$ cat config.mk
export PLATFORM = sky130hd
export DESIGN_NAME = frog_player_ctrl
export DESIGN_NICKNAME = d
export VERILOG_FILES = /design/src/rtl/frog_pkg.sv /design/src/rtl/frog_bcd_counter.sv /design/src/rtl/frog_player_ctrl.sv
export SDC_FILE = /design/constraint.sdc
export NUM_CORES = 1
export LEC_CHECK = 0
export CORE_MARGIN = 2
export CORE_UTILIZATION = 55
export DETAILED_ROUTE_END_ITERATION = 8
export PLACE_DENSITY = 0.85
export SLEW_MARGIN = 20
export SYNTH_ARGS = -nofsm -noshare
export SYNTH_HDL_FRONTEND = slang
export SYNTH_SLANG_ARGS = --single-unit
$ cat constraint.sdc
create_clock -name frame_clk -period 9.4 [get_ports frame_clk]
set_clock_uncertainty 0.05 [all_clocks]
set_input_delay 1.41 -clock frame_clk [delete_from_list [all_inputs] [get_ports frame_clk]]
set_output_delay 1.41 -clock frame_clk [all_outputs]
set_load 0.01 [all_outputs]
$ cat src/rtl/frog_pkg.sv
// Shared key codes, ride directions and life-cycle states for the frog player controller.
package frog_pkg;

  localparam logic [15:0] KEY_NONE = 16'h0000;
  localparam logic [15:0] KEY_W    = 16'h001A;
  localparam logic [15:0] KEY_A    = 16'h0004;
  localparam logic [15:0] KEY_S    = 16'h0016;
  localparam logic [15:0] KEY_D    = 16'h0007;

  localparam logic [1:0] RIDE_NONE  = 2'b00;
  localparam logic [1:0] RIDE_LEFT  = 2'b01;
  localparam logic [1:0] RIDE_RIGHT = 2'b10;

  typedef enum logic [1:0] {
    ALIVE     = 2'b00,
    DYING     = 2'b01,
    GAME_OVER = 2'b10
  } player_state_t;

  function automatic logic is_hop_key(input logic [15:0] k);
    return (k == KEY_W) || (k == KEY_A) || (k == KEY_S) || (k == KEY_D);
  endfunction

endpackage

$ cat src/rtl/frog_bcd_counter.sv
// Multi-digit BCD up-counter with synchronous clear; rolls from all-9s to all-0s.
module frog_bcd_counter #(
  parameter int DIGITS = 4
) (
  input  logic                  frame_clk,
  input  logic                  Reset,
  input  logic                  inc,
  input  logic                  clr,
  output logic [4*DIGITS-1:0]   bcd
);

  logic [4*DIGITS-1:0] bcd_next;
  logic                carry;

  // Ripple carry: a digit advances only while every lower digit wraps 9 -> 0.
  always_comb begin
    bcd_next = bcd;
    carry    = 1'b1;
    for (int i = 0; i < DIGITS; i++) begin
      if (carry) begin
        if (bcd[4*i +: 4] == 4'd9) begin
          bcd_next[4*i +: 4] = 4'd0;
        end else begin
          bcd_next[4*i +: 4] = bcd[4*i +: 4] + 4'd1;
          carry              = 1'b0;
        end
      end
    end
  end

  always_ff @(posedge frame_clk or posedge Reset) begin
    if (Reset) begin
      bcd <= '0;
    end else if (clr) begin
      bcd <= '0;
    end else if (inc) begin
      bcd <= bcd_next;
    end
  end

endmodule

$ cat src/rtl/frog_player_ctrl.sv
// Frog player position, lives, BCD score and ALIVE/DYING/GAME_OVER life cycle, one step per frame.
// Optional FROG_HOLD_REPEAT_EN: a held hop key re-hops every REPEAT_FRAMES frames while ALIVE.
module frog_player_ctrl
  import frog_pkg::*;
#(
  parameter int CW             = 10,
  parameter int X_CENTER       = 320,
  parameter int Y_CENTER       = 362,
  parameter int X_MIN          = 0,
  parameter int X_MAX          = 639,
  parameter int Y_MIN          = 137,
  parameter int Y_MAX          = 380,
  parameter int X_STEP         = 10,
  parameter int Y_STEP         = 20,
  parameter int SIZE           = 8,
  parameter int LIVES_INIT     = 3,
  parameter int LIVES_W        = 3,
  parameter int SCORE_DIGITS   = 4,
  parameter int RESPAWN_FRAMES = 30,
  parameter int REPEAT_FRAMES  = 12
) (
  input  logic                      frame_clk,
  input  logic                      Reset,
  input  logic [15:0]               keycode,
  input  logic                      collision,
  input  logic                      in_water,
  input  logic                      success,
  input  logic [1:0]                ride_dir,
  input  logic [2:0]                ride_speed,
  output logic [CW-1:0]             pos_x,
  output logic [CW-1:0]             pos_y,
  output logic [CW-1:0]             pos_s,
  output logic [LIVES_W-1:0]        lives,
  output logic [4*SCORE_DIGITS-1:0] score_bcd,
  output logic [1:0]                state,
  output logic                      game_over
);

  localparam int TW = (RESPAWN_FRAMES > 1) ? $clog2(RESPAWN_FRAMES) : 1;

  localparam logic signed [CW:0] XMIN_S = (CW+1)'(X_MIN);
  localparam logic signed [CW:0] XMAX_S = (CW+1)'(X_MAX);
  localparam logic signed [CW:0] YMIN_S = (CW+1)'(Y_MIN);
  localparam logic signed [CW:0] YMAX_S = (CW+1)'(Y_MAX);
  localparam logic signed [CW:0] XSTP_S = (CW+1)'(X_STEP);
  localparam logic signed [CW:0] YSTP_S = (CW+1)'(Y_STEP);

  player_state_t     st;
  logic [TW-1:0]     timer;
  logic [15:0]       prev_key;

  logic              hop_edge;
  logic              hop_accept;
  logic              move_kill;
  logic              death;
  logic              alive_death;
  logic              score_inc;
  logic              score_clr;
  logic signed [CW:0] x_ext, y_ext, nx, ny, rs;

  assign hop_edge = is_hop_key(keycode) && (keycode != prev_key);

`ifdef FROG_HOLD_REPEAT_EN
  localparam int RW = (REPEAT_FRAMES > 1) ? $clog2(REPEAT_FRAMES) : 1;

  logic [RW-1:0] rep_cnt;
  logic          key_held;
  logic          rep_fire;

  // The edge frame itself counts as frame 0 of the hold; repeats land on multiples of REPEAT_FRAMES.
  assign key_held   = (st == ALIVE) && is_hop_key(keycode) && (keycode == prev_key);
  assign rep_fire   = key_held && (rep_cnt == RW'(REPEAT_FRAMES - 1));
  assign hop_accept = hop_edge || rep_fire;

  always_ff @(posedge frame_clk or posedge Reset) begin
    if (Reset) begin
      rep_cnt <= '0;
    end else if (!key_held || alive_death || rep_fire) begin
      rep_cnt <= '0;
    end else begin
      rep_cnt <= rep_cnt + RW'(1);
    end
  end
`else
  assign hop_accept = hop_edge;
`endif

  assign x_ext = {1'b0, pos_x};
  assign y_ext = {1'b0, pos_y};
  assign rs    = {{(CW-2){1'b0}}, ride_speed};

  // Candidate position for this frame; a hop suppresses the log ride.
  always_comb begin
    nx = x_ext;
    ny = y_ext;
    if (hop_accept) begin
      case (keycode)
        KEY_W: begin
          ny = y_ext - YSTP_S;
          if (ny < YMIN_S) ny = y_ext;
        end
        KEY_S: begin
          ny = y_ext + YSTP_S;
          if (ny > YMAX_S) ny = y_ext;
        end
        KEY_A:   nx = x_ext - XSTP_S;
        KEY_D:   nx = x_ext + XSTP_S;
        default: ;
      endcase
    end else begin
      case (ride_dir)
        RIDE_LEFT:  nx = x_ext - rs;
        RIDE_RIGHT: nx = x_ext + rs;
        default:    ;
      endcase
    end
  end

  assign move_kill   = (nx < XMIN_S) || (nx > XMAX_S);
  assign death       = collision || in_water || move_kill;
  assign alive_death = (st == ALIVE) && !success && death;
  assign score_inc   = (st == ALIVE) && !success && !death && hop_accept;
  assign score_clr   = (st == GAME_OVER) && hop_edge;

  frog_bcd_counter #(.DIGITS(SCORE_DIGITS)) u_score (
    .frame_clk (frame_clk),
    .Reset     (Reset),
    .inc       (score_inc),
    .clr       (score_clr),
    .bcd       (score_bcd)
  );

  always_ff @(posedge frame_clk or posedge Reset) begin
    if (Reset) begin
      st       <= ALIVE;
      pos_x    <= CW'(X_CENTER);
      pos_y    <= CW'(Y_CENTER);
      lives    <= LIVES_W'(LIVES_INIT);
      timer    <= '0;
      prev_key <= KEY_NONE;
    end else begin
      prev_key <= keycode;
      case (st)
        ALIVE: begin
          if (success) begin
            pos_x <= CW'(X_CENTER);
            pos_y <= CW'(Y_CENTER);
            lives <= LIVES_W'(LIVES_INIT);
          end else if (death) begin
            pos_x <= CW'(X_CENTER);
            pos_y <= CW'(Y_CENTER);
            if (lives == LIVES_W'(1)) begin
              lives <= '0;
              st    <= GAME_OVER;
            end else begin
              lives <= lives - LIVES_W'(1);
              st    <= DYING;
              timer <= TW'(RESPAWN_FRAMES - 1);
            end
          end else begin
            pos_x <= nx[CW-1:0];
            pos_y <= ny[CW-1:0];
          end
        end
        DYING: begin
          pos_x <= CW'(X_CENTER);
          pos_y <= CW'(Y_CENTER);
          if (timer == '0) begin
            st <= ALIVE;
          end else begin
            timer <= timer - TW'(1);
          end
        end
        GAME_OVER: begin
          // Restart keeps the centred position; the restarting hop does not move the frog.
          if (hop_edge) begin
            lives <= LIVES_W'(LIVES_INIT);
            st    <= ALIVE;
          end
        end
        default: st <= ALIVE;
      endcase
    end
  end

  assign state     = st;
  assign game_over = (st == GAME_OVER);
  assign pos_s     = CW'(SIZE);

endmodule

==> impl_metrics.yaml <==
run_status:
  status: "complete, no violations"
sta:
  period_minus_slack_ns: 5.88
  hold_viol: 0
  rsz0062_at_grt: "false"
  fin_crit_sh: 0.625
  slew-limit-headroom: 0.451
  fin_setup_tns_ns: 0
  max_freq_ghz: 0.170
  tightest_slew_ns: 0.820
  setup_viol: 0
  maxSlewViolCount: 0
synth:
  ys_types: 72
  synth_area_um2: 4750
  synth-async-reset-ratio: 1.00
  avgSynthCellArea_um2: 8.90
  synth_edf_count: 0
  syn_inst: 534
  ys_ff_latch: 61
  synthFlopType: "dfrtp_1"
  yosysWarnings: 0
  yosysSeqAreaShare: 0.324
routing:
  totalWireLength_um: 11700
  via_per_inst: 6.05
  dr.pass1.iters: 5
  wl_per_cell_um: 16.7
  drtAntennaViolNets: 0
  vias: 4256
  drc: 0
  drt_iter0_markers: 285
cells_and_area:
  final_nets: 659
  drive_gt1_frac: 0.0968
  nFillCells: 669
  final_area_um2: 5610
  utilization: 0.676
  syn_to_final_growth_pct: 18.1
  layout_common_cells: "66 x clkdlybuf4s50_1, 52 x dfrtp_1, 45 x nand2_1"
  final_common_cell: "clkdlybuf4s50_1"
  antennaDiodeCount: 0
  final_cells: 704
  regArea_um2: 1540
  multi_input_area_um2: 2960
clock_tree:
  cts_buffer_depth: 2
  root_buffer: "clkbuf_8"
  cts_buffers: 9
  cts_hold_buf: 0
  postCtsSetupRepairBufs: 0
  clkSlewWorstSetupHoldPaths_ns: 0.07
  clk_latency_ns: 0.35
  tritoncts: "done"
  ctsResizeCount: 0
  clock_sinks: 61
  htree_num_levels: 3
critical_path:
  path_class: "input port to register"
  cp-start-kind: "input port"
  path_cells: "clkdlybuf4s50_1 > nor3_1 > nand4_2 > nor3_4 > inv_1 > ha_1 > nand4_1 > a211o_1 > a31oi_1 > xnor2_1 > and3_1 > a2111oi_2 > nand2_1 > nor2_2 > a21oi_1 > a211o_1"
  path_common_cell: "a211o_1"
  rr_worst_depth: 12
  max_stage_delay_ns: 0.58
  worstPathArrival_ns: 6.06
  path_buf_inv: 2
  crit_required_ns: 9.58
  reg2reg_slack_ns: 5.45
  worst_setup_path_end_kind: "register"
  cp_num_cells: 16
  crit_slowest_cell: "a2111oi_2"
  cpLargestDelayFamily: "simple AND/OR/NAND/NOR gates"
  critPathMaxFanout: 14
die:
  core_um2: 8300
  chipWidth_um: 97.0
  initial_utilization: 0.573
  die_area_um2: 9400
  fp-row-count: 33
  die_y_um: 97.0
  io_pins: 78
placed_design:
  gp_congestion: 0.945
  hpwl_um: 8720
  io_buffers: 66
  placedCellCount: 688
  post_dp_cell_area_um2: 5440
power_and_ir_drop:
  cellLeakagePower_nw: 2.43
  power.density_nw_per_um2: 126
  ir_drop_v: 0.0000794
global_routing:
  overflow: 0
  grt_pass1_wl_um: 20200
  grt_max_degree: 43
  grt_pass1_vias: 4246
  grtUsageTotal: 0.256
  antenna_found_initial: 0
hold_path:
  holdCritPathClass: "register to register"
  worstHoldPathCells: 1
flow_run:
  drv_cap: 0
layout make-up:
cell class,count,share of cell area
Tap cell,105,0.0234
Timing Repair Buffer,68,0.120
Multi-Input combinational cell,419,0.527
Sequential cell,61,0.274
Inverter,35,0.0234
Clock inverter,5,0.00646
Clock buffer,11,0.0252
through the flow:
step           setup WS, ns  power (W)  hold WS, ns
2_1_floorplan          4.48   0.000441        0.442
3_3_place_gp           3.33   0.000493        0.460
3_5_place_dp           3.19   0.000501        0.473
4_1_cts                3.55   0.000712        0.487
5_1_grt                3.13   0.000751        0.505
6_report               3.52   0.000710        0.489
report_power, final:
group          internal [W]  switching [W]
Clock              0.000103       0.000110
Sequential         0.000288      0.0000232
Combinational     0.0000874      0.0000990
Total              0.000478       0.000232
synthesized netlist by cell type (4+ instances only):
master,n,area share
or3_1,4,0.0053
ha_1,37,0.097
o22ai_1,7,0.0092
a21oi_1,26,0.027
inv_1,35,0.028
clkbuf_1,10,0.0079
buf_4,13,0.021
nand3_1,19,0.020
nand3b_1,5,0.0079
nand2b_1,7,0.0092
dfstp_2,9,0.050
nor4_1,9,0.012
or2_2,6,0.0079
a22o_1,4,0.0074
nand2_1,45,0.036
dfrtp_1,52,0.27
mux2i_1,8,0.017
mux2_2,7,0.017
o211ai_1,6,0.0095
nor3_1,15,0.016
a31oi_1,7,0.0092
o2111ai_1,4,0.0074
nor2_1,33,0.026
nor2b_1,7,0.0092
a21o_1,6,0.0095
nand4_1,5,0.0066
a211o_1,4,0.0074
xor2_1,25,0.046
o21ai_0,25,0.026
and3_1,7,0.0092
o31ai_1,5,0.0079
xnor2_1,14,0.026
worst paths after layout:
check                                  end             from
min in group asynchronous      prev_key[9]            Reset
max in group asynchronous         pos_x[6]            Reset
hold reg to reg            u_score.bcd[11]  u_score.bcd[11]
hold / removal             u_score.bcd[11]  u_score.bcd[11]
setup reg to reg            u_score.bcd[2]         pos_x[1]
setup / recovery            u_score.bcd[2]      keycode[15]
flip-flops by register name, summed over array words and instances, names as in the netlist:
register and flops:
u_score.bcd 16, prev_key 16, pos_y 9, pos_x 10, state 2, lives 3
timer 5
routing by layer:
metal | global-route usage | routed length [um] | up-vias
met4 | 0.0704 | 181 | 0
met3 | 0.0455 | 717 | 15
met5 | 0 | 0 | -
li1 | - | - | 2047
met1 | 0.351 | 5320 | 2045
met2 | 0.418 | 5520 | 149
kinds of logic (layout without fill, tap and decap cells):
family                     count (synthesis)  count (layout)  share of synthesized area
xor gates and xnor gates                  39              39                     0.0719
muxes                                     15              15                     0.0334
DFF                                       61              61                      0.324
buffers and inverters                     63             119                     0.0608
adders and majority gates                 39              39                      0.106
AOI/OAI and AO/OA                        136             136                      0.199
and+or+nand+nor                          179             179                      0.204
other                                      2              11                    0.00158
Power figures use the tool's default switching activity.
==> RTL edit 1 (same settings) <==
Set the parameter `CW` to 5 (it was 10).
--- a/src/rtl/frog_player_ctrl.sv
+++ b/src/rtl/frog_player_ctrl.sv
@@ -4,5 +4,5 @@
   import frog_pkg::*;
 #(
-  parameter int CW             = 10,
+  parameter int CW             = 5,
   parameter int X_CENTER       = 320,
   parameter int Y_CENTER       = 362,
Ports: changed (resized pos_s, pos_x and pos_y); port bits go from 78 to 63. The function was not compared with the original's and may differ.
==> RTL edit 1 against the original RTL <==
Power is 29% lower. Hold slack worse by 63 ps. Synthesized cell count is 67% lower. Routed wire length down 67%. Sequential cell count down 10. Area after synthesis fell by 56%. Final area down 52%. Non-clock buffer count fell by 19. Worst setup slack improved by 2300 ps. Critical endpoint is now game_over. Largest cell class is now registers. Largest power group unchanged.
==> RTL edit 1: results (changes against the original RTL) <==
- The cell type of the slowest stage on the worst timing path is clkdlybuf4s50_1 (was a2111oi_2).
- The final period demand of the worst path is 3550 ps (was 5880 ps).
- The biggest cell delay along the critical path is 640 ps (was 580 ps).
- The count of cells along the worst hold path is 2 (was 1).
- The pin count of the biggest net entering global routing is 52 (was 43).
- The complex-gate fraction of the synthesized area was 5.44% (was 19.9%).
- The last weighted congestion value of the routability-driven placer is 0.778 (was 0.945).
- The capture point of the critical path is game_over (was u_score.bcd[2]).
- The wire length reported by the detailed router was 3880 um (was 11,700 um).
- The number of buffers inserted during clock tree synthesis is 5 (was 9).
- The proportion of synthesized area in mux cells is 0% (was 3.34%).
- The number of detailed-route iterations in the first pass was 4 (was 5).
- The worst setup slack before clock tree synthesis was 5880 ps (was 3190 ps).
- The first-pass GRT wire length was 6670 um (was 20,200 um).
- The end point of the most critical hold path is pos_y[3] (was u_score.bcd[11]).
- The count of nets after finishing is 253 (was 659).
- Result of the run: complete, no violations (unchanged).
- The count of unique library cells instantiated by Yosys is 37 (was 72).
- The start point of the critical path was state[1] (was keycode[15]).
- The clock slew seen by the registers of the worst setup and hold paths is 90 ps (was 70 ps).
- The standby leakage power is 1.18 nW (was 2.43 nW).
- The share of final-layout standard cells stronger than drive strength 1 is 12.9% (was 9.68%).
- The area share of fa/ha/maj cells after synthesis was 1.79% (was 10.6%).
- The highest net fanout along the worst path is 19 (was 14).
- The category of the most critical setup path is register to output port (was input pin to register).
- The actual transition at the worst max-transition pin was 829 ps (was 820 ps).
- The XOR/XNOR share of the synthesized area was 7.95% (was 7.19%).
- The number of global-route vias before repair came to 1,480 (was 4,246).
- The sum of net half-perimeters after detailed placement was 2910 um (was 8720 um).
- Top cells by area in the synthesized netlist: dfrtp_1 56%, xnor2_1 6.7%, dfstp_2 5.0% (was dfrtp_1 27%, ha_1 9.7%, dfstp_2 5.0%).
- Cell types with the highest counts after synthesis: 47 x dfrtp_1, 16 x xnor2_1, 12 x inv_1 (was 52 x dfrtp_1, 45 x nand2_1, 37 x ha_1).
- The register-to-register setup slack came to 7260 ps (was 5450 ps).
- The H-tree depth is 2 (was 3).
- Regs by FF count: prev_key (16), u_score.bcd (16) (was prev_key (16), u_score.bcd (16), pos_x (10)).
-- RTL edit 1: changes by cell type after synthesis, sizes merged, moves of 13 or more --
cell   change
and2      +16
nand3     -16
nand2     -36
a21oi     -21
nor2      -32
ha        -34
xor2      -22
o21ai     -23
inv       -23
nor3      -13
-- RTL edit 1: cells by family after synthesis --
group,after synthesis
other,2
flip-flops,51
AND/OR/NAND/NOR,58
AO/OA/AOI/OAI,19
XOR/XNOR,19
adder cells (fa/ha/maj),3
buffers and inverters,22
-- RTL edit 1: routing by layer --
metal | GRT usage [%] | up-vias | share of wire, %
met3 | 6.68 | 8 | 5.2
met4 | 6.51 | 0 | 1.4
met1 | 25.3 | 678 | 42
met2 | 34.2 | 43 | 51
met5 | 0 | - | 0
li1 | - | 661 | -
-- RTL edit 1: per-stage QoR --
step / std cells / area [um^2] / utilization (%) / total power (W) / hold WS (ps)
CTS: 273 / 2680 / 73.1 / 0.000507 / 432
global route: 273 / 2680 / 73.1 / 0.000536 / 447
floorplan: 178 / 2110 / - / 0.000340 / 408
detailed placement: 265 / 2590 / 70.7 / 0.000387 / 417
finish: 273 / 2680 / 73.1 / 0.000503 / 426
global placement: 265 / 2590 / 70.7 / 0.000374 / 394
-- RTL edit 1: report_power, final --
| group | total (W) | internal [W] | switching, W | leakage, nW |
|---|---|---|---|---|
| logic | 0.000118 | 0.0000550 | 0.0000629 | 0.513 |
| clock network | 0.000119 | 0.0000521 | 0.0000668 | 0.0412 |
| registers | 0.000267 | 0.000243 | 0.0000239 | 0.623 |
-- RTL edit 1: final cells by class --
cell class                      instances  area (um^2)
Fill cell                             270          985
Clock inverter                          2         12.5
Multi-Input combinational cell        105          713
Inverter                               12         46.3
Clock buffer                            6         72.6
Sequential cell                        51         1280
Tap cell                               48         60.1
Timing Repair Buffer                   49          490
==> RTL edit 2 (same flow settings) <==
Without the edit above. Put one more register stage on the output `pos_y`, with the module's reset. The value now appears one clock later. The other outputs are not delayed to match.
--- a/src/rtl/frog_player_ctrl.sv
+++ b/src/rtl/frog_player_ctrl.sv
@@ -46,4 +46,6 @@
   localparam logic signed [CW:0] YSTP_S = (CW+1)'(Y_STEP);
 
+  logic [CW-1:0] pos_y_s0;
+
   player_state_t     st;
   logic [TW-1:0]     timer;
@@ -87,5 +89,5 @@
 
   assign x_ext = {1'b0, pos_x};
-  assign y_ext = {1'b0, pos_y};
+  assign y_ext = {1'b0, pos_y_s0};
   assign rs    = {{(CW-2){1'b0}}, ride_speed};
 
@@ -135,5 +137,5 @@
       st       <= ALIVE;
       pos_x    <= CW'(X_CENTER);
-      pos_y    <= CW'(Y_CENTER);
+      pos_y_s0 <= CW'(Y_CENTER);
       lives    <= LIVES_W'(LIVES_INIT);
       timer    <= '0;
@@ -145,9 +147,9 @@
           if (success) begin
             pos_x <= CW'(X_CENTER);
-            pos_y <= CW'(Y_CENTER);
+            pos_y_s0 <= CW'(Y_CENTER);
             lives <= LIVES_W'(LIVES_INIT);
           end else if (death) begin
             pos_x <= CW'(X_CENTER);
-            pos_y <= CW'(Y_CENTER);
+            pos_y_s0 <= CW'(Y_CENTER);
             if (lives == LIVES_W'(1)) begin
               lives <= '0;
@@ -160,10 +162,10 @@
           end else begin
             pos_x <= nx[CW-1:0];
-            pos_y <= ny[CW-1:0];
+            pos_y_s0 <= ny[CW-1:0];
           end
         end
         DYING: begin
           pos_x <= CW'(X_CENTER);
-          pos_y <= CW'(Y_CENTER);
+          pos_y_s0 <= CW'(Y_CENTER);
           if (timer == '0) begin
             st <= ALIVE;
@@ -188,4 +190,12 @@
   assign pos_s     = CW'(SIZE);
 
+  always_ff @(posedge frame_clk or posedge Reset) begin
+    if (Reset) begin
+      pos_y <= '0;
+    end else begin
+      pos_y <= pos_y_s0;
+    end
+  end
+
 endmodule
 
Behaviour: not the same (a bounded check fails within 4 cycles, from zero or initial values and one cycle with Reset high).
==> RTL edit 2 against the original RTL <==
First-iteration DRC count up 1.4%. Sequential share of layout area grew 1.9 points. Die area increased by 8.4%. Largest cell class unchanged. Area after synthesis up 8.8%. Critical path type unchanged. Sequential cell count increased by 9. Non-clock buffer count unchanged. Worst setup slack worse by 230 ps. Final area increased by 7.2%. Global-route usage shrank 0.54 points. Routed wire length rose by 7.6%. Power is 11% higher. Core utilization decreased by 2.2 points. Hold slack worse by 120 ps.
==> RTL edit 2: results (changes against the original RTL) <==
- The area share of fa/ha/maj cells after synthesis was 9.73% (was 10.6%).
- The count of routing violations after the opening detailed-route iteration is 289 (was 285).
- The cell at the root of the clock tree was clkbuf_8 (unchanged).
- The number of resized instances in the post-cts repair step came to 0 (unchanged).
- The count of fill cells added during filler insertion was 767 (was 669).
- The type of the tightest min-delay check is register to register (unchanged).
- The post-synthesis sequential area ratio is 34.1% (was 32.4%).
- The pin count of the biggest net entering global routing is 71 (was 43).
- The worst supply voltage drop on vdd is 0.0674 mV (was 0.0794 mV).
- The number of detailed-route iterations in the first pass is 5 (unchanged).
- The global routing usage summed across all routing layers is 25.1% (was 25.6%).
- The count of cells along the worst hold path was 0 (was 1).
- Cell types with the highest counts after synthesis: 61 x dfrtp_1, 44 x nand2_1, 40 x inv_1 (was 52 x dfrtp_1, 45 x nand2_1, 37 x ha_1).
- The XOR/XNOR share of the synthesized area is 5.93% (was 7.19%).
- The sum of net half-perimeters after detailed placement is 9290 um (was 8720 um).
- The startpoint of the lowest-slack register-to-register path is pos_x[2] (was pos_x[1]).
- The per-cell via count in the routed design was 6.19 (was 6.05).
- The average cell area after synthesis came to 8.99 um^2 (was 8.90 um^2).
- The proportion of synthesized area in mux cells is 1.28% (was 3.34%).
- The actual transition at the worst max-transition pin is 1000 ps (was 820 ps).
- The start point of the critical path is keycode[9] (was keycode[15]).
- The length in cells of the worst reg-to-reg path was 10 (was 12).
- The family with the most delay on the worst path is compound AO/OA/AOI/OAI gates (was simple AND/OR/NAND/NOR gates).
- The share of final-layout standard cells stronger than drive strength 1 was 8.62% (was 9.68%).
- The last weighted congestion value of the routability-driven placer is 0.886 (was 0.945).
- The count of unique library cells instantiated by Yosys is 80 (was 72).
- The first-pass GRT wire length was 20,500 um (was 20,200 um).
- The capture point of the critical path is u_score.bcd[0] (was u_score.bcd[2]).
- The cell type of the slowest stage on the worst timing path is a211oi_4 (was a2111oi_2).
- The complex-gate fraction of the synthesized area was 23.2% (was 19.9%).
- Result of the run: complete, no violations (unchanged).
- The cell area after placement came to 5850 um^2 (was 5440 um^2).
- The standby leakage power is 2.55 nW (was 2.43 nW).
- The biggest cell delay along the critical path is 850 ps (was 580 ps).
- The start point of the worst hold path is pos_y_s0[1] (was u_score.bcd[11]).
- The wire length reported by the detailed router was 12,600 um (was 11,700 um).
- The routed wirelength normalized by instance count is 16.9 um (was 16.7 um).
- The number of global-route vias before repair is 4,516 (was 4,246).
- The highest net fanout along the worst path is 26 (was 14).
- The end point of the most critical hold path is pos_y[1] (was u_score.bcd[11]).
- The data arrival at the endpoint of the critical path is 6290 ps (was 6060 ps).
- The count of nets after finishing was 698 (was 659).
- The worst setup slack before clock tree synthesis is 2950 ps (was 3190 ps).
- The critical path required time is 9590 ps (was 9580 ps).
- The register-to-register setup slack was 5340 ps (was 5450 ps).
- Top cells by area in the synthesized netlist: dfrtp_1 30%, ha_1 9.0%, dfstp_2 4.6% (was dfrtp_1 27%, ha_1 9.7%, dfstp_2 5.0%).
- The post-placement cell count is 733 (was 688).
- The worst hold slack is 366 ps (was 489 ps).
## RTL edit 2: cell families after synthesis
logic type               after synthesis
adder cells (fa/ha/maj)               39
XOR/XNOR                              35
AND/OR/NAND/NOR                      186
other                                  2
AO/OA/AOI/OAI                        167
buffers and inverters                 70
multiplexers                           6
flip-flops                            70
## RTL edit 2: layout make-up
cell class | count | area [um^2] | area share, %
multi-input combinational | 444 | 3130 | 51.9
timing repair buffer | 68 | 676 | 11.2
clock buffer | 11 | 131 | 2.18
clock inverter | 5 | 35.0 | 0.582
inverter | 40 | 150 | 2.49
sequential | 70 | 1760 | 29.3
tap | 111 | 139 | 2.31
## RTL edit 2: report_power, final
| group | internal, W | switching, W |
|---|---|---|
| Sequential | 0.000330 | 0.0000321 |
| Combinational | 0.0000972 | 0.000113 |
| Clock | 0.0000965 | 0.000121 |
## RTL edit 2: layer usage
layer	track usage (%)	part of all wire [%]	routed length [um]
met5	0	0	0
met4	9.15	2.0	247
met3	4.02	4.2	536
met2	44.3	51	6500
met1	30.8	42	5340
